[src/rtl/ray_gen_stream_pkg.sv]
// Shared types and arithmetic helper for the per-core primary-ray generator.
// vec3_t is sized by RAY_VEC_W; ray_gen_stream keeps VEC_W equal to it so the
// camera shadow registers can use the struct directly.
package ray_pkg;

   localparam int RAY_VEC_W = 11;
   // Operand width of the per-axis multiply-add. It must hold
   // VEC_W+DIM_W+3 bits, which the default configuration needs (27 bits).
   localparam int RAY_OP_W  = 32;

   typedef enum logic [0:0] {
      ST_IDLE = 1'b0,
      ST_RUN  = 1'b1
   } ray_state_e;

   typedef struct packed {
      logic signed [RAY_VEC_W-1:0] x;
      logic signed [RAY_VEC_W-1:0] y;
      logic signed [RAY_VEC_W-1:0] z;
   } vec3_t;

   // One axis of the ray direction: right*dx + up*dy + dir. All operands are
   // already sign-extended to RAY_OP_W, so the sum cannot wrap.
   function automatic logic signed [RAY_OP_W-1:0] ray_dir_comp(
      input logic signed [RAY_OP_W-1:0] right,
      input logic signed [RAY_OP_W-1:0] up,
      input logic signed [RAY_OP_W-1:0] dir,
      input logic signed [RAY_OP_W-1:0] dx,
      input logic signed [RAY_OP_W-1:0] dy
   );
      ray_dir_comp = (right * dx) + (up * dy) + dir;
   endfunction

endpackage

[src/rtl/ray_gen_stream_if.sv]
// Ray output stream: valid/ready handshake plus direction and pixel payload.
interface ray_gen_stream_if #(
   parameter int DIM_W = 13,
   parameter int DIR_W = 32,
   parameter int IDX_W = 2*DIM_W
);

   logic                    ray_valid;
   logic                    ray_ready;
   logic signed [DIR_W-1:0] ray_dir_x;
   logic signed [DIR_W-1:0] ray_dir_y;
   logic signed [DIR_W-1:0] ray_dir_z;
   logic [DIM_W-1:0]        pix_x;
   logic [DIM_W-1:0]        pix_y;
   logic [IDX_W-1:0]        pix_index;
   logic                    ray_last;

   modport master (
      output ray_valid, ray_dir_x, ray_dir_y, ray_dir_z,
      output pix_x, pix_y, pix_index, ray_last,
      input  ray_ready
   );

   modport slave (
      input  ray_valid, ray_dir_x, ray_dir_y, ray_dir_z,
      input  pix_x, pix_y, pix_index, ray_last,
      output ray_ready
   );

endinterface

[src/rtl/ray_gen_stream_pixel_stepper.sv]
// Incremental pixel walker for one core of an interleaved array. Holds the
// current x/y/index and whether it is this core's last pixel, and exposes the
// candidate pixel (load value or next step) so the caller can compute its ray
// in the same cycle. Because the stride never exceeds the width, at most one
// row wrap happens per step, so no divider is needed.
module ray_pixel_stepper #(
   parameter int DIM_W  = 13,
   parameter int CORE_W = 4,
   parameter int IDX_W  = 2*DIM_W
) (
   input  logic              clk,
   input  logic              reset_n,
   input  logic              load,
   input  logic              step,
   input  logic [CORE_W-1:0] load_x,
   input  logic [CORE_W-1:0] stride,
   input  logic [DIM_W-1:0]  width,
   input  logic [IDX_W-1:0]  area,
   output logic [DIM_W-1:0]  pix_x,
   output logic [DIM_W-1:0]  pix_y,
   output logic [IDX_W-1:0]  pix_index,
   output logic              pix_last,
   output logic [DIM_W-1:0]  cand_x,
   output logic [DIM_W-1:0]  cand_y,
   output logic [IDX_W-1:0]  cand_index
);

   logic [DIM_W-1:0] x_r;
   logic [DIM_W-1:0] y_r;
   logic [IDX_W-1:0] idx_r;
   logic             last_r;

   logic [DIM_W:0]   sum_x_s;
   logic [DIM_W-1:0] step_x_s;
   logic [DIM_W-1:0] step_y_s;
   logic [IDX_W-1:0] step_idx_s;
   logic [DIM_W-1:0] cand_x_s;
   logic [DIM_W-1:0] cand_y_s;
   logic [IDX_W-1:0] cand_idx_s;
   logic [IDX_W:0]   last_sum_s;
   logic             cand_last_s;

   // Next pixel after one stride, the load/step candidate and its last flag.
   always_comb begin
      sum_x_s    = {1'b0, x_r} + (DIM_W+1)'(stride);
      step_x_s   = x_r;
      step_y_s   = y_r;
      step_idx_s = idx_r + IDX_W'(stride);
      if (sum_x_s >= {1'b0, width}) begin
         step_x_s = DIM_W'(sum_x_s - {1'b0, width});
         step_y_s = y_r + DIM_W'(1'b1);
      end else begin
         step_x_s = sum_x_s[DIM_W-1:0];
         step_y_s = y_r;
      end

      if (load) begin
         cand_x_s   = DIM_W'(load_x);
         cand_y_s   = {DIM_W{1'b0}};
         cand_idx_s = IDX_W'(load_x);
      end else begin
         cand_x_s   = step_x_s;
         cand_y_s   = step_y_s;
         cand_idx_s = step_idx_s;
      end

      last_sum_s  = {1'b0, cand_idx_s} + (IDX_W+1)'(stride);
      cand_last_s = (last_sum_s >= {1'b0, area});
   end

   // Pixel registers advance only when a new ray is presented.
   always_ff @(posedge clk) begin
      if (!reset_n) begin
         x_r    <= {DIM_W{1'b0}};
         y_r    <= {DIM_W{1'b0}};
         idx_r  <= {IDX_W{1'b0}};
         last_r <= 1'b0;
      end else if (load || step) begin
         x_r    <= cand_x_s;
         y_r    <= cand_y_s;
         idx_r  <= cand_idx_s;
         last_r <= cand_last_s;
      end
   end

   assign pix_x      = x_r;
   assign pix_y      = y_r;
   assign pix_index  = idx_r;
   assign pix_last   = last_r;
   assign cand_x     = cand_x_s;
   assign cand_y     = cand_y_s;
   assign cand_index = cand_idx_s;

endmodule

[src/rtl/ray_gen_stream.sv]
// Per-core primary-ray generator. On start it latches the camera and image
// configuration, then streams camera-space ray directions for pixels
// core_id, core_id+num_cores, ... over a valid/ready interface at up to one
// ray per cycle. All stream outputs are registered; the ray for the next
// pixel is computed combinationally and loaded on the accepting edge.
module ray_gen_stream
   import ray_pkg::*;
#(
   parameter int VEC_W  = RAY_VEC_W,
   parameter int DIM_W  = 13,
   parameter int CORE_W = 4,
   parameter int DIR_W  = 32,
   parameter int IDX_W  = 2*DIM_W
) (
   input  logic                    clk,
   input  logic                    reset_n,
   input  logic                    start,
   input  logic                    abort,
   input  logic [CORE_W-1:0]       core_id,
   input  logic [CORE_W-1:0]       num_cores,
   input  logic [DIM_W-1:0]        image_width,
   input  logic [DIM_W-1:0]        image_height,
   input  logic signed [VEC_W-1:0] cam_dir_x,
   input  logic signed [VEC_W-1:0] cam_dir_y,
   input  logic signed [VEC_W-1:0] cam_dir_z,
   input  logic signed [VEC_W-1:0] cam_right_x,
   input  logic signed [VEC_W-1:0] cam_right_y,
   input  logic signed [VEC_W-1:0] cam_right_z,
   input  logic signed [VEC_W-1:0] cam_up_x,
   input  logic signed [VEC_W-1:0] cam_up_y,
   input  logic signed [VEC_W-1:0] cam_up_z,
   ray_gen_stream_if.master        ray_if,
   output logic                    busy,
   output logic                    done,
   output logic                    cfg_err
);

   // Control state and registered status outputs
   ray_state_e state_r, state_n;
   logic       ray_valid_r, valid_n;
   logic       busy_r;
   logic       done_r, done_n;
   logic       cfg_err_r, cfg_err_n;

   // Shadow configuration captured at start
   logic [CORE_W-1:0] nc_r;
   logic [DIM_W-1:0]  w_r;
   logic [DIM_W-1:0]  h_r;
   logic [IDX_W-1:0]  area_r;
   vec3_t             right_r, up_r, dir_r;

   // Registered ray direction
   logic signed [DIR_W-1:0] dir_x_r, dir_y_r, dir_z_r;

   // Combinational helpers
   logic              start_acc_s;
   logic              fire_s;
   logic              cfg_bad_s;
   logic              empty_s;
   logic              load_s;
   logic              step_s;
   logic [IDX_W-1:0]  area_in_s;
   vec3_t             in_right_s, in_up_s, in_dir_s;
   vec3_t             right_s, up_s, dir_s;
   logic [CORE_W-1:0] stride_s;
   logic [DIM_W-1:0]  width_s;
   logic [DIM_W-1:0]  height_s;
   logic [IDX_W-1:0]  area_s;
   logic [DIM_W-1:0]  half_w_s;
   logic [DIM_W-1:0]  half_h_s;
   logic signed [DIM_W:0] dx_s, dy_s;
   logic signed [RAY_OP_W-1:0] comp_x_s, comp_y_s, comp_z_s;

   // Stepper interface
   logic [DIM_W-1:0] pix_x_s, pix_y_s, cand_x_s, cand_y_s;
   logic [IDX_W-1:0] pix_idx_s, cand_idx_s;
   logic             pix_last_s;

   assign start_acc_s = (state_r == ST_IDLE) && start;
   assign fire_s      = ray_valid_r && ray_if.ray_ready;
   assign area_in_s   = IDX_W'(image_width) * IDX_W'(image_height);
   assign in_right_s  = '{x: cam_right_x, y: cam_right_y, z: cam_right_z};
   assign in_up_s     = '{x: cam_up_x,    y: cam_up_y,    z: cam_up_z};
   assign in_dir_s    = '{x: cam_dir_x,   y: cam_dir_y,   z: cam_dir_z};

   // Configuration checks on the live inputs, meaningful only with start in IDLE.
   always_comb begin
      cfg_bad_s = (num_cores == {CORE_W{1'b0}})
               || (DIM_W'(num_cores) > image_width)
               || (core_id >= num_cores)
               || (image_width == {DIM_W{1'b0}})
               || (image_height == {DIM_W{1'b0}});
      empty_s   = (IDX_W'(core_id) >= area_in_s);
   end

   // On the start edge the first ray uses the live inputs; afterwards the shadows.
   always_comb begin
      if (start_acc_s) begin
         right_s  = in_right_s;
         up_s     = in_up_s;
         dir_s    = in_dir_s;
         stride_s = num_cores;
         width_s  = image_width;
         height_s = image_height;
         area_s   = area_in_s;
      end else begin
         right_s  = right_r;
         up_s     = up_r;
         dir_s    = dir_r;
         stride_s = nc_r;
         width_s  = w_r;
         height_s = h_r;
         area_s   = area_r;
      end
   end

   ray_pixel_stepper #(
      .DIM_W  (DIM_W),
      .CORE_W (CORE_W),
      .IDX_W  (IDX_W)
   ) u_stepper (
      .clk        (clk),
      .reset_n    (reset_n),
      .load       (load_s),
      .step       (step_s),
      .load_x     (core_id),
      .stride     (stride_s),
      .width      (width_s),
      .area       (area_s),
      .pix_x      (pix_x_s),
      .pix_y      (pix_y_s),
      .pix_index  (pix_idx_s),
      .pix_last   (pix_last_s),
      .cand_x     (cand_x_s),
      .cand_y     (cand_y_s),
      .cand_index (cand_idx_s)
   );

   // Centre-relative offsets and per-axis multiply-add for the candidate pixel.
   always_comb begin
      half_w_s = width_s >> 1;
      half_h_s = height_s >> 1;
      dx_s     = $signed({1'b0, cand_x_s}) - $signed({1'b0, half_w_s});
      dy_s     = $signed({1'b0, half_h_s}) - $signed({1'b0, cand_y_s});
      comp_x_s = ray_dir_comp(RAY_OP_W'(right_s.x), RAY_OP_W'(up_s.x),
                              RAY_OP_W'(dir_s.x), RAY_OP_W'(dx_s), RAY_OP_W'(dy_s));
      comp_y_s = ray_dir_comp(RAY_OP_W'(right_s.y), RAY_OP_W'(up_s.y),
                              RAY_OP_W'(dir_s.y), RAY_OP_W'(dx_s), RAY_OP_W'(dy_s));
      comp_z_s = ray_dir_comp(RAY_OP_W'(right_s.z), RAY_OP_W'(up_s.z),
                              RAY_OP_W'(dir_s.z), RAY_OP_W'(dx_s), RAY_OP_W'(dy_s));
   end

   // Next-state and control decode; abort takes priority over an accepted ray.
   always_comb begin
      state_n   = state_r;
      valid_n   = ray_valid_r;
      done_n    = 1'b0;
      cfg_err_n = cfg_err_r;
      load_s    = 1'b0;
      step_s    = 1'b0;
      case (state_r)
         ST_IDLE: begin
            valid_n = 1'b0;
            if (start) begin
               if (cfg_bad_s) begin
                  cfg_err_n = 1'b1;
                  done_n    = 1'b1;
               end else if (empty_s) begin
                  cfg_err_n = 1'b0;
                  done_n    = 1'b1;
               end else begin
                  cfg_err_n = 1'b0;
                  load_s    = 1'b1;
                  valid_n   = 1'b1;
                  state_n   = ST_RUN;
               end
            end else begin
               state_n = ST_IDLE;
            end
         end
         ST_RUN: begin
            if (abort) begin
               state_n = ST_IDLE;
               valid_n = 1'b0;
            end else if (fire_s && pix_last_s) begin
               state_n = ST_IDLE;
               valid_n = 1'b0;
               done_n  = 1'b1;
            end else if (fire_s) begin
               step_s = 1'b1;
            end else begin
               state_n = ST_RUN;
            end
         end
         default: begin
            state_n = ST_IDLE;
            valid_n = 1'b0;
         end
      endcase
   end

   // State and registered status outputs.
   always_ff @(posedge clk) begin
      if (!reset_n) begin
         state_r     <= ST_IDLE;
         ray_valid_r <= 1'b0;
         busy_r      <= 1'b0;
         done_r      <= 1'b0;
         cfg_err_r   <= 1'b0;
      end else begin
         state_r     <= state_n;
         ray_valid_r <= valid_n;
         busy_r      <= (state_n == ST_RUN);
         done_r      <= done_n;
         cfg_err_r   <= cfg_err_n;
      end
   end

   // Shadow copies of configuration and camera, captured only on an accepted start.
   always_ff @(posedge clk) begin
      if (!reset_n) begin
         nc_r    <= {CORE_W{1'b0}};
         w_r     <= {DIM_W{1'b0}};
         h_r     <= {DIM_W{1'b0}};
         area_r  <= {IDX_W{1'b0}};
         right_r <= '0;
         up_r    <= '0;
         dir_r   <= '0;
      end else if (start_acc_s) begin
         nc_r    <= num_cores;
         w_r     <= image_width;
         h_r     <= image_height;
         area_r  <= area_in_s;
         right_r <= in_right_s;
         up_r    <= in_up_s;
         dir_r   <= in_dir_s;
      end
   end

   // Ray direction registers load together with the stepper's pixel registers.
   always_ff @(posedge clk) begin
      if (!reset_n) begin
         dir_x_r <= {DIR_W{1'b0}};
         dir_y_r <= {DIR_W{1'b0}};
         dir_z_r <= {DIR_W{1'b0}};
      end else if (load_s || step_s) begin
         dir_x_r <= DIR_W'(comp_x_s);
         dir_y_r <= DIR_W'(comp_y_s);
         dir_z_r <= DIR_W'(comp_z_s);
      end
   end

   assign ray_if.ray_valid = ray_valid_r;
   assign ray_if.ray_dir_x = dir_x_r;
   assign ray_if.ray_dir_y = dir_y_r;
   assign ray_if.ray_dir_z = dir_z_r;
   assign ray_if.pix_x     = pix_x_s;
   assign ray_if.pix_y     = pix_y_s;
   assign ray_if.pix_index = pix_idx_s;
   assign ray_if.ray_last  = pix_last_s;
   assign busy             = busy_r;
   assign done             = done_r;
   assign cfg_err          = cfg_err_r;

endmodule

[src/flat_wrapper.sv]
// flat-port wrapper written by rule: the top's interface ports become plain ports
module ray_gen_stream_flat import ray_pkg::*;
#(
   parameter int VEC_W  = RAY_VEC_W,
   parameter int DIM_W  = 13,
   parameter int CORE_W = 4,
   parameter int DIR_W  = 32,
   parameter int IDX_W  = 2*DIM_W
)
  (clk, reset_n, start, abort, core_id, num_cores, image_width, image_height, cam_dir_x, cam_dir_y, cam_dir_z, cam_right_x, cam_right_y, cam_right_z, cam_up_x, cam_up_y, cam_up_z, busy, done, cfg_err, ray_if_ray_valid, ray_if_ray_dir_x, ray_if_ray_dir_y, ray_if_ray_dir_z, ray_if_pix_x, ray_if_pix_y, ray_if_pix_index, ray_if_ray_last, ray_if_ray_ready);
  ray_gen_stream_if #(.DIM_W(DIM_W), .DIR_W(DIR_W), .IDX_W(IDX_W)) ray_if_i ();
  input  logic clk;
  input  logic reset_n;
  input  logic start;
  input  logic abort;
  input  logic [CORE_W-1:0] core_id;
  input  logic [CORE_W-1:0] num_cores;
  input  logic [DIM_W-1:0] image_width;
  input  logic [DIM_W-1:0] image_height;
  input  logic signed [VEC_W-1:0] cam_dir_x;
  input  logic signed [VEC_W-1:0] cam_dir_y;
  input  logic signed [VEC_W-1:0] cam_dir_z;
  input  logic signed [VEC_W-1:0] cam_right_x;
  input  logic signed [VEC_W-1:0] cam_right_y;
  input  logic signed [VEC_W-1:0] cam_right_z;
  input  logic signed [VEC_W-1:0] cam_up_x;
  input  logic signed [VEC_W-1:0] cam_up_y;
  input  logic signed [VEC_W-1:0] cam_up_z;
  output logic busy;
  output logic done;
  output logic cfg_err;
  output wire logic [$bits(ray_if_i.ray_valid)-1:0] ray_if_ray_valid;
  output wire logic [$bits(ray_if_i.ray_dir_x)-1:0] ray_if_ray_dir_x;
  output wire logic [$bits(ray_if_i.ray_dir_y)-1:0] ray_if_ray_dir_y;
  output wire logic [$bits(ray_if_i.ray_dir_z)-1:0] ray_if_ray_dir_z;
  output wire logic [$bits(ray_if_i.pix_x)-1:0] ray_if_pix_x;
  output wire logic [$bits(ray_if_i.pix_y)-1:0] ray_if_pix_y;
  output wire logic [$bits(ray_if_i.pix_index)-1:0] ray_if_pix_index;
  output wire logic [$bits(ray_if_i.ray_last)-1:0] ray_if_ray_last;
  input wire logic [$bits(ray_if_i.ray_ready)-1:0] ray_if_ray_ready;
  assign ray_if_ray_valid = ray_if_i.ray_valid;
  assign ray_if_ray_dir_x = ray_if_i.ray_dir_x;
  assign ray_if_ray_dir_y = ray_if_i.ray_dir_y;
  assign ray_if_ray_dir_z = ray_if_i.ray_dir_z;
  assign ray_if_pix_x = ray_if_i.pix_x;
  assign ray_if_pix_y = ray_if_i.pix_y;
  assign ray_if_pix_index = ray_if_i.pix_index;
  assign ray_if_ray_last = ray_if_i.ray_last;
  assign ray_if_i.ray_ready = ray_if_ray_ready;
  ray_gen_stream #(.VEC_W(VEC_W), .DIM_W(DIM_W), .CORE_W(CORE_W), .DIR_W(DIR_W), .IDX_W(IDX_W)) u_core (.clk(clk), .reset_n(reset_n), .start(start), .abort(abort), .core_id(core_id), .num_cores(num_cores), .image_width(image_width), .image_height(image_height), .cam_dir_x(cam_dir_x), .cam_dir_y(cam_dir_y), .cam_dir_z(cam_dir_z), .cam_right_x(cam_right_x), .cam_right_y(cam_right_y), .cam_right_z(cam_right_z), .cam_up_x(cam_up_x), .cam_up_y(cam_up_y), .cam_up_z(cam_up_z), .ray_if(ray_if_i), .busy(busy), .done(done), .cfg_err(cfg_err));
endmodule
[config.mk]
export PLATFORM = sky130hd
export DESIGN_NAME = ray_gen_stream_flat
export DESIGN_NICKNAME = d
export VERILOG_FILES = /design/src/rtl/ray_gen_stream_pkg.sv /design/src/rtl/ray_gen_stream_if.sv /design/src/rtl/ray_gen_stream_pixel_stepper.sv /design/src/rtl/ray_gen_stream.sv /design/src/flat_wrapper.sv
export SDC_FILE = /design/constraint.sdc
export NUM_CORES = 2
export LEC_CHECK = 0
export CELL_PAD_IN_SITES_DETAIL_PLACEMENT = 0
export CELL_PAD_IN_SITES_GLOBAL_PLACEMENT = 1
export CORE_ASPECT_RATIO = 0.7
export CORE_MARGIN = 2
export CORE_UTILIZATION = 44
export CTS_CLUSTER_SIZE = 8
export DETAILED_ROUTE_END_ITERATION = 6
export PLACE_DENSITY_LB_ADDON = 0.1
export SLEW_MARGIN = 40
export SYNTH_ARGS = -nofsm -noshare
export SYNTH_HDL_FRONTEND = slang
export SYNTH_SLANG_ARGS = --single-unit
[constraint.sdc]
create_clock -name clk -period 20.1 [get_ports clk]
set_input_delay 4.02 -clock clk [delete_from_list [all_inputs] [get_ports clk]]
set_output_delay 4.02 -clock clk [all_outputs]
set_load 0.005 [all_outputs]
==> metrics.md <==
| Metric | Value |
|---|---|
| Status | completed |
| Yosys reg bits | ~310 |
| Clk pin slew, worst setup/hold paths | 0.05 ns |
| CTS max path bufs | 3 |
| CTS Sinks | between 300 and 400 |
| Global-route met1 utilization | 44.6% |
| Starting density of the core | 44.3% |
| Critical-path top delay cell | or4_1 |
| Final Hold Viols | 0 |
| Area delta synth->final | 14.7% |
| CP startpoint | image_width[6] |
| Vias post-DR | 49,576 |
| CTS root buf | clkbuf_16 |
| Detailed Route WL | roughly 210 mm |
| Most frequent cells in the layout | 1,399 x inv_1, 1,069 x fa_1, 966 x nand2_1 |
| Syn avg cell area | between 8 and 9 um^2 |
| Reg-to-Reg End | u_core.ray_if.ray_dir_x[30]$_SDFFE_PN0P_ |
| Slew @ Worst Pin | ~0.86 ns |
| Multi-input logic area | 48,000 um^2 |
| Met2 usage | a little over two fifths |
| RSZ-0062 raised after global routing | no |
| Asr flop ratio synth | 0% |
| FMAX | 51.4 MHz |
| Sequential Area | 6150 um^2 |
| FP Rows | 113 |
| Port Buffers | between 200 and 300 |
| Gr usage total | 30.7% |
| Crit Path Class | in2reg |
| Number of synthesized flops with an enable pin | 0 |
| Cell Area, Synth | about 60,000 um^2 |
| Vias per inst | about 5.3 |
| # IOs | 291 |
| Min setup slack post-route | 0.661 ns |
| Final non-filler cell total | 9,411 |
| First-pass iteration count of the detailed router | 6 |
| Worst r2r src | u_core.state_r$_SDFF_PN0_ |
| Commonest non-fill, non-tap cell in the layout | inv_1 |
| Final Cell Area | 68,800 um^2 |
| Setup crit start kind | input pin |
| Final HPWL from detailed placement | 173 mm |
| Final ANT Viol Nets | 0 |
| Skew final | between 0.03 and 0.04 ns |
| Number of distinct library cells after synthesis | 76 |
| Worst path most repeated cell | fa_1 |
| WP data arrival | around 20 ns |
| Met3 usage | a little over a tenth |
| Global-route wire length before repair | ~320 mm |
| Cells after Synth | 7,181 |
| DRC violations left | 0 |
| Vert. Die Dim | 313 um |
| Drt wl/cell | around 22 um |
| Hold Path End | u_core.ray_if.ray_dir_x[12]$_SDFFE_PN0P_ |
| Net count after synthesis | ~8,900 |
| HP Class | reg2reg |
| Clock latency on the worst-skew pair | 0.67 ns |
| Placed cell count | roughly 9,300 |
| H-tree levels | 2 |
| Post-layout nets | 9,363 |
| Vias in the first global route | between 50,000 and 60,000 |
| Highest cell delay on the worst timing path | 0.58 ns |
| Die area | about 140,000 um^2 |
| Max-slew headroom | 41.2% |
| Total core area | roughly 140,000 um^2 |
| Initial antenna violation count | 19 |
| Slew Limit Fails | 0 |
| Pre-CTS setup slack | -0.586 ns |
| Die Wd | 445 um |
| Critical Path RT | ~21 ns |
| Ys flop type | dfxtp_1 |
| DP Area | between 60,000 and 70,000 um^2 |
| Max_cap viols | 0 |
| Worst Reg-to-Reg Cells | 62 |
| Synth Warn # | 0 |
| Post-route clock period utilization | 96.7% |
| CTS Buf Count | 48 |
| Iteration-0 DRC Markers | ~3,700 |
| Fillers | around 13,000 |
| Grt total ovfl | 0 |
| R2r setup slk | roughly 5 ns |
| Fraction of layout cells with a size suffix above 1 | 6.83% |
| Fin crit period | 19.44 ns |
| Global route hottest layer | met1 |
| Hold wc startpoint | u_core.ray_if.ray_dir_x[12]$_SDFFE_PN0P_ |
| Largest net degree at the start of global routing | 106 |
| Gpl congestion | about 1.0 |
| Cts hold-fix bufs | 0 |
| Seq/Total Area, Yosys | around a tenth |
| Worst hold stages | 2 |
| Final setup vio count | 0 |
| Crit path max fanout | 15 |
| Crit. End Element | flip-flop |
| CTS tree | built |
[cells by family (layout without fill, tap and decap cells)]
kind of cell    count (synthesis)  in the layout  share of synthesized area, %
compound gates                746            746                          8.03
xor+xnor                      375            375                          5.47
fa+ha+maj                    1623           1623                          47.2
buf+inv                      1662           2099                          10.5
flops                         307            307                          10.2
mux                            92             92                          1.54
other cells                     0             11                             0
simple gates                 2376           2376                          17.0
[area by class of cell]
cell class / count / share of cell area, %
Clock inverter: 11 / 0.287
Clock buffer: 53 / 1.80
Sequential cell: 307 / 8.93
Antenna cell: 11 / 0.0400
Multi-Input combinational cell: 5212 / 69.7
Timing Repair Buffer: 635 / 8.32
Inverter: 1400 / 7.64
Tap cell: 1782 / 3.24
[sequential cells by signal, indices dropped and copies added (netlist names)]
register / flops
u_core.area_r: 26
u_core.cfg_err: 1
u_core.dir_r: 33
u_core.done: 1
u_core.h_r: 12
u_core.nc_r: 4
u_core.ray_if.ray_dir_x: 32
u_core.ray_if.ray_dir_y: 32
u_core.ray_if.ray_dir_z: 32
u_core.ray_if.ray_valid: 1
u_core.right_r: 33
u_core.state_r: 1
u_core.u_stepper.pix_index: 26
u_core.u_stepper.pix_last: 1
u_core.u_stepper.pix_x: 13
u_core.u_stepper.pix_y: 13
u_core.up_r: 33
u_core.w_r: 13
[Yosys cell counts, types with 58 or more instances]
cell type	number	share of area [%]
nand2_1	968	6.1
fa_1	1069	36
nor2_1	838	5.2
a21o_1	71	0.89
nor3_1	82	0.68
ha_1	552	12
clkbuf_1	232	1.5
nor2b_1	58	0.60
dfxtp_1	307	10
a21oi_1	280	2.3
nand2b_1	69	0.72
xor2_1	114	1.7
xnor2_1	261	3.8
and2_1	139	1.4
mux2i_1	88	1.5
o21ai_0	114	0.95
inv_1	1400	8.8
nand3_1	75	0.63
[worst max-delay path: cells and delay by family]
family	cells	cell delay, ns
buffers and inverters	14	1.83
AOI/OAI and AO/OA	15	3.18
and+or+nand+nor	15	3.10
adders and majority gates	16	6.99
xor gates and xnor gates	3	0.90
[layer usage]
layer / share of wire (%) / routed length [um] / up-vias
met2: 41 / 85500 / 1579
met3: 11 / 22200 / 225
met1: 46 / 97500 / 24864
met5: 0 / 0 / -
li1: - / - / 22908
met4: 2.6 / 5500 / 0
[through the flow]
stage	hold WS [ns]	util, %	TNS [ns]
6_report	0.448	50.8	0
5_1_grt	0.463	50.8	0
4_1_cts	0.451	50.6	0
3_5_place_dp	0.444	49.5	-13.29
3_3_place_gp	0.438	49.5	-9.99
2_1_floorplan	0.444	-	0
[worst max-delay path by stage]
stage | endpoint | slack (ns) | cells after the start
global route | u_core.ray_if.ray_dir_x[30]$_SDFFE_PN0P_ | 0.009 | 68
floorplan | u_core.ray_if.ray_dir_z[26]$_SDFFE_PN0P_ | 1.04 | 60
finish | u_core.ray_if.ray_dir_y[20]$_SDFFE_PN0P_ | 0.66 | 63
CTS | u_core.ray_if.ray_dir_x[30]$_SDFFE_PN0P_ | 0.05 | 60
global placement | u_core.ray_if.ray_dir_x[31]$_SDFFE_PN0P_ | -0.42 | 62
detailed placement | u_core.ray_if.ray_dir_x[30]$_SDFFE_PN0P_ | -0.59 | 60
[timing repair]
item,4_1_cts,5_1_grt
hold endpoints to repair,0,0
setup endpoints to repair,0,48
resized for setup,0,59
buffers inserted,0,2
Power is left out: the tool's default activity adds up to more than one toggle a clock period on the data nets, which glitch-free logic cannot reach.
